[src/rtl/envelope_pkg.sv]
// envelope_pkg: shared state encoding, register map and STATUS layout for the ADSR envelope
package envelope_pkg;
  typedef enum logic [2:0] {
    IDLE    = 3'd0,
    ATTACK  = 3'd1,
    DECAY   = 3'd2,
    SUSTAIN = 3'd3,
    RELEASE = 3'd4
  } env_state_t;
  localparam logic [1:0] REG_CTRL    = 2'd0;
  localparam logic [1:0] REG_RATES   = 2'd1;
  localparam logic [1:0] REG_SUSTAIN = 2'd2;
  localparam logic [1:0] REG_STATUS  = 2'd3;
  localparam int STAT_LEVEL_LSB = 0;
  localparam int STAT_STATE_LSB = 8;
endpackage

[src/rtl/envelope_adsr_if.sv]
// envelope_adsr_if: valid/ready peripheral bus between the CPU decode and the envelope block
interface envelope_adsr_if;
  logic        valid;
  logic        ready;
  logic [3:0]  wstrb;
  logic [31:0] addr;
  logic [31:0] wdata;
  logic [31:0] rdata;
  modport master (output valid, wstrb, addr, wdata, input ready, rdata);
  modport slave  (input valid, wstrb, addr, wdata, output ready, rdata);
endinterface

[src/rtl/env_vca.sv]
// env_vca: registered sample x level multiply keeping the top DATA_W bits
module env_vca #(
  parameter int DATA_W = 8
) (
  input  logic              clk,
  input  logic              resetn,
  input  logic [DATA_W-1:0] sample,
  input  logic [7:0]        level,
  output logic [DATA_W-1:0] out
);
  logic [DATA_W+7:0] prod;
  logic              unused_lsb;
  assign prod = {8'd0, sample} * {{DATA_W{1'b0}}, level};
  assign unused_lsb = ^prod[7:0];
  always_ff @(posedge clk)
    out <= !resetn ? '0 : prod[DATA_W+7:8];
endmodule

[src/rtl/envelope_adsr.sv]
// envelope_adsr: memory-mapped ADSR envelope generator driving a VCA on one oscillator channel
module envelope_adsr
  import envelope_pkg::*;
#(
  parameter int DATA_W = 8,
  parameter int ACC_W  = 16
) (
  input  logic              clk,
  input  logic              resetn,
  envelope_adsr_if.slave    bus,
  input  logic [DATA_W-1:0] in,
  input  logic              tick,
  output logic [DATA_W-1:0] out,
  output logic              active
);
  env_state_t       state;
  logic [ACC_W-1:0] acc, target, att_sat;
  logic [ACC_W:0]   att_sum, dec_diff, rel_diff;
  logic [7:0]       a_rate, d_rate, r_rate, sus, level;
  logic [31:0]      status, rd_val;
  logic [1:0]       sel;
  logic             gate, gate_q, access, dec_done, rel_done, unused;
  assign sel    = bus.addr[3:2];
  assign access = bus.valid && !bus.ready;
  assign level  = acc[ACC_W-1 -: 8];
  assign target = {sus, {(ACC_W-8){1'b0}}};
  assign active = state != IDLE;
  assign unused = ^{bus.addr[31:4], bus.addr[1:0], bus.wdata[31:24], bus.wstrb[3]};
  // One extra bit on each step exposes overflow/underflow of the accumulator
  always_comb begin
    att_sum  = {1'b0, acc} + {{(ACC_W-7){1'b0}}, a_rate};
    dec_diff = {1'b0, acc} - {{(ACC_W-7){1'b0}}, d_rate};
    rel_diff = {1'b0, acc} - {{(ACC_W-7){1'b0}}, r_rate};
    att_sat  = att_sum[ACC_W] ? '1 : att_sum[ACC_W-1:0];
    dec_done = dec_diff[ACC_W] || dec_diff[ACC_W-1:0] <= target;
    rel_done = rel_diff[ACC_W] || ~|rel_diff[ACC_W-1:0];
    status   = '0;
    status[STAT_LEVEL_LSB +: 8] = level;
    status[STAT_STATE_LSB +: 3] = state;
    rd_val = sel == REG_CTRL    ? {31'd0, gate} :
             sel == REG_RATES   ? {8'd0, r_rate, d_rate, a_rate} :
             sel == REG_SUSTAIN ? {24'd0, sus} : status;
  end
  always_ff @(posedge clk) begin
    if (!resetn) begin
      bus.ready <= 1'b0;
      bus.rdata <= '0;
      gate      <= 1'b0;
      a_rate    <= '0;
      d_rate    <= '0;
      r_rate    <= '0;
      sus       <= '0;
    end else begin
      bus.ready <= access;
      bus.rdata <= access ? rd_val : '0;
      if (access && sel == REG_CTRL && bus.wstrb[0]) gate <= bus.wdata[0];
      if (access && sel == REG_RATES) begin
        if (bus.wstrb[0]) a_rate <= bus.wdata[7:0];
        if (bus.wstrb[1]) d_rate <= bus.wdata[15:8];
        if (bus.wstrb[2]) r_rate <= bus.wdata[23:16];
      end
      if (access && sel == REG_SUSTAIN && bus.wstrb[0]) sus <= bus.wdata[7:0];
    end
  end
  // Gate edges take priority over the sample tick; a tick coinciding with one is dropped
  always_ff @(posedge clk) begin
    if (!resetn) begin
      state  <= IDLE;
      acc    <= '0;
      gate_q <= 1'b0;
    end else begin
      gate_q <= gate;
      if (gate && !gate_q) state <= ATTACK;
      else if (!gate && gate_q) state <= active ? RELEASE : IDLE;
      else begin
        case (state)
          ATTACK: if (tick && |a_rate) begin
            acc   <= att_sat;
            state <= &att_sat ? DECAY : ATTACK;
          end
          DECAY: if (tick && |d_rate) begin
            acc   <= dec_done ? target : dec_diff[ACC_W-1:0];
            state <= dec_done ? SUSTAIN : DECAY;
          end
          SUSTAIN: acc <= target;
          RELEASE: if (tick && |r_rate) begin
            acc   <= rel_done ? '0 : rel_diff[ACC_W-1:0];
            state <= rel_done ? IDLE : RELEASE;
          end
          default: acc <= '0;
        endcase
      end
    end
  end
  env_vca #(.DATA_W(DATA_W)) u_vca (
    .clk    (clk),
    .resetn (resetn),
    .sample (in),
    .level  (level),
    .out    (out)
  );
endmodule

[src/flat_wrapper.sv]
// flat-port wrapper written by rule: the top's interface ports become plain ports
module envelope_adsr_flat import envelope_pkg::*;
#(
  parameter int DATA_W = 8,
  parameter int ACC_W  = 16
)
  (clk, resetn, in, tick, out, active, bus_valid, bus_wstrb, bus_addr, bus_wdata, bus_ready, bus_rdata);
  envelope_adsr_if bus_i ();
  input  logic clk;
  input  logic resetn;
  input  logic [DATA_W-1:0] in;
  input  logic tick;
  output logic [DATA_W-1:0] out;
  output logic active;
  input wire logic [$bits(bus_i.valid)-1:0] bus_valid;
  input wire logic [$bits(bus_i.wstrb)-1:0] bus_wstrb;
  input wire logic [$bits(bus_i.addr)-1:0] bus_addr;
  input wire logic [$bits(bus_i.wdata)-1:0] bus_wdata;
  output wire logic [$bits(bus_i.ready)-1:0] bus_ready;
  output wire logic [$bits(bus_i.rdata)-1:0] bus_rdata;
  assign bus_i.valid = bus_valid;
  assign bus_i.wstrb = bus_wstrb;
  assign bus_i.addr = bus_addr;
  assign bus_i.wdata = bus_wdata;
  assign bus_ready = bus_i.ready;
  assign bus_rdata = bus_i.rdata;
  envelope_adsr #(.DATA_W(DATA_W), .ACC_W(ACC_W)) u_core (.clk(clk), .resetn(resetn), .bus(bus_i), .in(in), .tick(tick), .out(out), .active(active));
endmodule
[config.mk]
export PLATFORM = sky130hd
export DESIGN_NAME = envelope_adsr_flat
export DESIGN_NICKNAME = d
export VERILOG_FILES = /design/src/rtl/envelope_pkg.sv /design/src/rtl/envelope_adsr_if.sv /design/src/rtl/env_vca.sv /design/src/rtl/envelope_adsr.sv /design/src/flat_wrapper.sv
export SDC_FILE = /design/constraint.sdc
export NUM_CORES = 1
export LEC_CHECK = 0
export ABC_AREA = 1
export CAP_MARGIN = 15
export CELL_PAD_IN_SITES_DETAIL_PLACEMENT = 0
export CELL_PAD_IN_SITES_GLOBAL_PLACEMENT = 1
export CORE_MARGIN = 2
export CORE_UTILIZATION = 36
export CTS_CLUSTER_SIZE = 24
export DETAILED_ROUTE_END_ITERATION = 8
export PLACE_DENSITY_LB_ADDON = 0.1
export SYNTH_ARGS = -nofsm -noshare
export SYNTH_HDL_FRONTEND = slang
export SYNTH_HIERARCHICAL = 1
export SYNTH_SLANG_ARGS = --single-unit
[constraint.sdc]
create_clock -name clk -period 4.2 [get_ports clk]
set_input_delay 0.42 -clock clk [delete_from_list [all_inputs] [get_ports clk]]
set_output_delay 0.42 -clock clk [all_outputs]
set_load 0.05 [all_outputs]
Word level (Yosys, flattened, before mapping)
Cells that the tools add are included.

operators by class
  add/subtract/negate cells = 3
  multiply operators = 1
  order comparisons = 1
  equality and inequality tests = 15
  mux-type cells = 20
  bitwise logic cells = 4
  reductions and logical operators = 36

operator list
  operator                                                          number
  16-bit two-way mux                                                6
  16-bit case mux with 4 select lines                               1
  16-bit by 8-bit subtractor with 17-bit output                     2
  24-bit two-way mux                                                1
  8-bit OR reduction                                                3
  3-bit two-way mux                                                 6
  16-bit by 8-bit adder with 17-bit output                          1
  16-bit <= comparator                                              1
  8-bit by 8-bit multiplier with 16-bit output                      1
  16-bit AND reduction                                              1
  16-bit OR reduction                                               1
  4-bit by 1-bit != test with 1-bit output (second input constant)  3
  1-bit logical AND                                                 11
  11-bit two-way mux                                                1
  3-bit by 1-bit != test with 1-bit output (second input constant)  3
  3-bit case mux with 3 select lines                                1
  2-bit AND reduction                                               4
  4-bit AND reduction                                               2
  3-bit by 2-bit == test with 1-bit output (second input constant)  2
  2-bit by 1-bit != test with 1-bit output (second input constant)  3
  5-bit AND reduction                                               1
  5-bit nonzero test                                                1
  1-bit zero test                                                   4
  1-bit NOT                                                         4
  13 further kinds                                                  16

word-level totals
  bits in registers = 94
  bits of input ports = 80
  output and inout port bits = 42
  logic and storage cells = 94

Depth between registers and ports, before layout
Gate-level depths: netlist of run 1.

  word-level depth = 9
  mapped depth = 27
  gate-level depth less buffers = 27

Modules after synthesis
The synthesis of run 1 kept the hierarchy.

modules (own cells, without submodules)
  module         instances  cells an instance  area each (µm²)  seq. area each (µm²)
  envelope_adsr  1          978                6065.8           1561.5
  env_vca        1          338                2349.8           160.2

Worst setup path after synthesis of run 1
Ideal clock, no wire load.

  kind = input -> register
  from = in in[3]
  to = reg u_core.u_vca.out[6]
  arrival time = 3.835 ns
  required time = 4.085 ns
  path slack = 0.250 ns
  stages on the path = 17
  cells stage by stage = clkbuf_1 nand2_1 inv_1 fa_1 fa_1 fa_1 inv_1 fa_1 inv_1 ha_1 a21o_1 nor2_1 nor2_1 nor2_1 nand3_1 nand2_1 nor2_1

between the ends
  word-level cells in the longest chain between the ends = 1

RTL lines
  item                                          RTL line            text
  from (decl)                                   flat_wrapper.sv:11  input logic [DATA_W-1:0] in;
  8-bit by 8-bit multiplier with 16-bit output  env_vca.sv:13       assign prod = {8'd0, sample} * {{DATA_W{1'b0}}, level};
  to (signal assigned)                          env_vca.sv:16       out <= !resetn ? '0 : prod[DATA_W+7:8];
  to (decl)                                     env_vca.sv:9        output logic [DATA_W-1:0] out

No other way between the ends.
A chain may end at the register's enable or synchronous reset.

Worst setup path in the final report of run 1
  from = in in[0]
  to = reg u_core.u_vca.out[7]

Same word-level chain as after synthesis.

==> impl_metrics.json, run 1 <==
{
  "synthFlopType": "dfxtp_1",
  "critical_path_class": "in2reg",
  "end_kind": "register",
  "nets": 1602,
  "post-place-cells": 1719,
  "place_congestion": 0.895,
  "area_growth_syn_to_layout_pct": 20.3,
  "drtAntennaViolNets": 0,
  "crit_path_max_fanout": 3,
  "cts_root_buf": "clkbuf_16",
  "finalNonFillerCells": 1734,
  "cp_data_required_time_ns": 4.45,
  "vias": 8485,
  "numCtsBuffers": 9,
  "clock.fmax_mhz": 249,
  "grt_first_pass_wirelength_um": 44700,
  "cp-start-kind": "input port",
  "clkLatencyLatePin_ns": 0.35,
  "clk_pin_slew_ns": 0.07,
  "die_h_um": 157,
  "power.total_mw": 2.30,
  "holdBufCountCts": 0,
  "cap_violations": 0,
  "route.detailed.drc": 0,
  "cts_max_level": 3,
  "synth_seq_cells": 86,
  "slew-limit-headroom_pct": 36.8,
  "max_stage_delay_ns": 0.56,
  "synth_area_leaders": "dfxtp_1 (20%), nand2_1 (17%), ha_1 (10%)",
  "crit_family": "adder cells",
  "wl_per_cell_um": 16.3,
  "synth_top_area_share_pct": 20.5,
  "power.leakage_nw": 5.44,
  "finalMaxSlewViolations": 0,
  "timing.critical_path.mode_cell": "fa_1",
  "synthCells": 1316,
  "tightest_slew_ns": 0.942,
  "grt_pass1_vias": 7984,
  "antenna_found_initial": 0,
  "drive_gt1_share_pct": 11.1,
  "io_pins": 122,
  "synth-edff-count": 0,
  "finalHoldViolations": 0,
  "ys_seq_area_share_pct": 20.5,
  "min_path_type": "reg2reg",
  "peakVddDrop_uv": 203,
  "crit_arrival_ns": 4.26,
  "vias_per_cell": 4.89,
  "synth.distinct_cells": 46,
  "yosysTopAreaCell": "dfxtp_1",
  "diodes": 0,
  "crit_chain": "clkdlybuf4s50_1 > nand2_1 > fa_1 > fa_1 > inv_1 > fa_1 > fa_1 > ha_4 > buf_4 > nand2_1 > nor2_1 > and2_1 > nand2_1 > a21oi_1 > nor2_1",
  "die_width_um": 157,
  "ys_warn_count": 6,
  "syn_area_um2": 8420,
  "wl_um": 28200,
  "dp_hpwl_um": 23300,
  "cts.sinks": 86,
  "mostFrequentLayoutCell": "nand2_1",
  "fp-row-count": 55,
  "power_density_nw_per_um2": 227,
  "dr.pass1.iters": 5,
  "grt_overflow": 0,
  "hold_slack_ns": 0.472,
  "place.port_buffers": 74,
  "setup_viol": 0,
  "outcome": "completed",
  "cp_num_buf_inv": 3,
  "cts_tree": "built",
  "crit_path_top_delay_cell": "fa_1",
  "core_um2": 22800,
  "rsz0062_at_grt": "false",
  "start_util_pct": 36.9,
  "ys_async_sr_fraction_pct": 0,
  "syn_area_per_cell_um2": 6.39,
  "layout.cells.most_common_list": "nand2_1 (370), inv_1 (222), nor2_1 (111)",
  "fin_skew_ns": 0.0112,
  "fin_crit_sh_pct": 95.5,
  "gr-usage-all-layers_pct": 23.7,
  "cts.path.max_buffers": 2,
  "grt_max_degree": 44,
  "drtIter0Drc": 501,
  "period_minus_slack_ns": 4.01,
  "design.die.area_um2": 24600
}
state kept, by name, summed over array words and instances, names as in the netlist:
signal	cells
u_core/bus.ready	1
u_core/a_rate	8
u_core/sus	8
u_core/acc	16
u_core/u_vca/out	8
u_core/r_rate	8
u_core/gate	1
u_core/state	3
u_core/d_rate	8
u_core/gate_q	1
u_core/bus.rdata	24
synth_stat cells (3+ instances only):
cell type	n
a21oi_2	6
nand2_1	371
fa_1	38
nor3_1	9
xor2_1	7
nor3_2	3
nand3_1	95
inv_1	222
nor2_1	115
ha_1	67
buf_4	13
nor2_2	8
a31oi_1	8
o21ai_0	49
nand4_1	17
o22ai_1	3
a21oi_1	85
clkbuf_1	24
buf_2	5
nand3b_1	9
nand2_4	3
buf_6	3
dfxtp_1	86
inv_2	6
nand2_2	19
nand3_2	15
metrics by stage:
step | cell area [um^2] | utilization, % | worst slack, ns | setup TNS [ns]
floorplan | 8440 | - | 0.250 | 0
global placement | 9740 | 42.7 | -0.302 | -1.81
detailed placement | 9740 | 42.7 | -0.330 | -1.95
CTS | 10000 | 44.1 | 0.0344 | 0
global route | 10100 | 44.4 | 0.00789 | 0
finish | 10100 | 44.4 | 0.188 | 0
per-layer routing:
metal	vias up	GRT usage (%)	wire (um)	part of all wire, %
met1	3933	37.2	14900	53
met5	-	0	0	0
met4	0	4.24	231	0.82
met2	226	34.5	11500	41
met3	16	3.25	1630	5.8
li1	4310	-	-	-
final cells by class:
cell class / count / area (um^2)
multi-input combinational: 959 / 5670
tap: 313 / 392
clock buffer: 9 / 225
clock inverter: 6 / 72.6
timing repair buffer: 129 / 1170
inverter: 232 / 876
sequential: 86 / 1730
fill: 2435 / 12700
what timing repair did:
item                                    4_1_cts  5_1_grt
buffers inserted                              0        0
gates resized for setup                       0       23
endpoints found under the setup margin        0       16
worst min-delay path: stages, from the launching register on:
cell	delay [ns]
dfxtp_1	0.31
nand2_1	0.06
a21oi_1	0.05
cells by family after synthesis:
logic type      Yosys count  synth area share, %
simple gates            675                 35.8
compound gates          163                 10.5
fa+ha+maj               105                 19.0
xor+xnor                  8                0.833
flops                    86                 20.5
buf+inv                 278                 13.4
other cells               1               0.0446
final timing paths:
kind	end	slack [ns]	cells after the start	start
setup / recovery	u_core/u_vca/out[7]	0.19	15	in[0]
hold / removal	u_core/bus.rdata[10]	0.47	2	u_core/d_rate[2]
hold reg to reg	u_core/bus.rdata[10]	0.47	2	u_core/d_rate[2]
setup reg to reg	u_core/u_vca/out[6]	0.30	16	u_core/acc[13]
power breakdown:
part	total (mW)	internal, mW	switching, mW
Clock	0.835	0.464	0.372
Combinational	0.620	0.201	0.419
Sequential	0.843	0.830	0.0130
(Power assumes the default switching activity.)
==> inputs of run 2 (changes only) <==
CTS_CLUSTER_SIZE = default   (was 24)
==> results of run 2 <==
The final DEF is identical to that of run 1; final timing and power are the same.
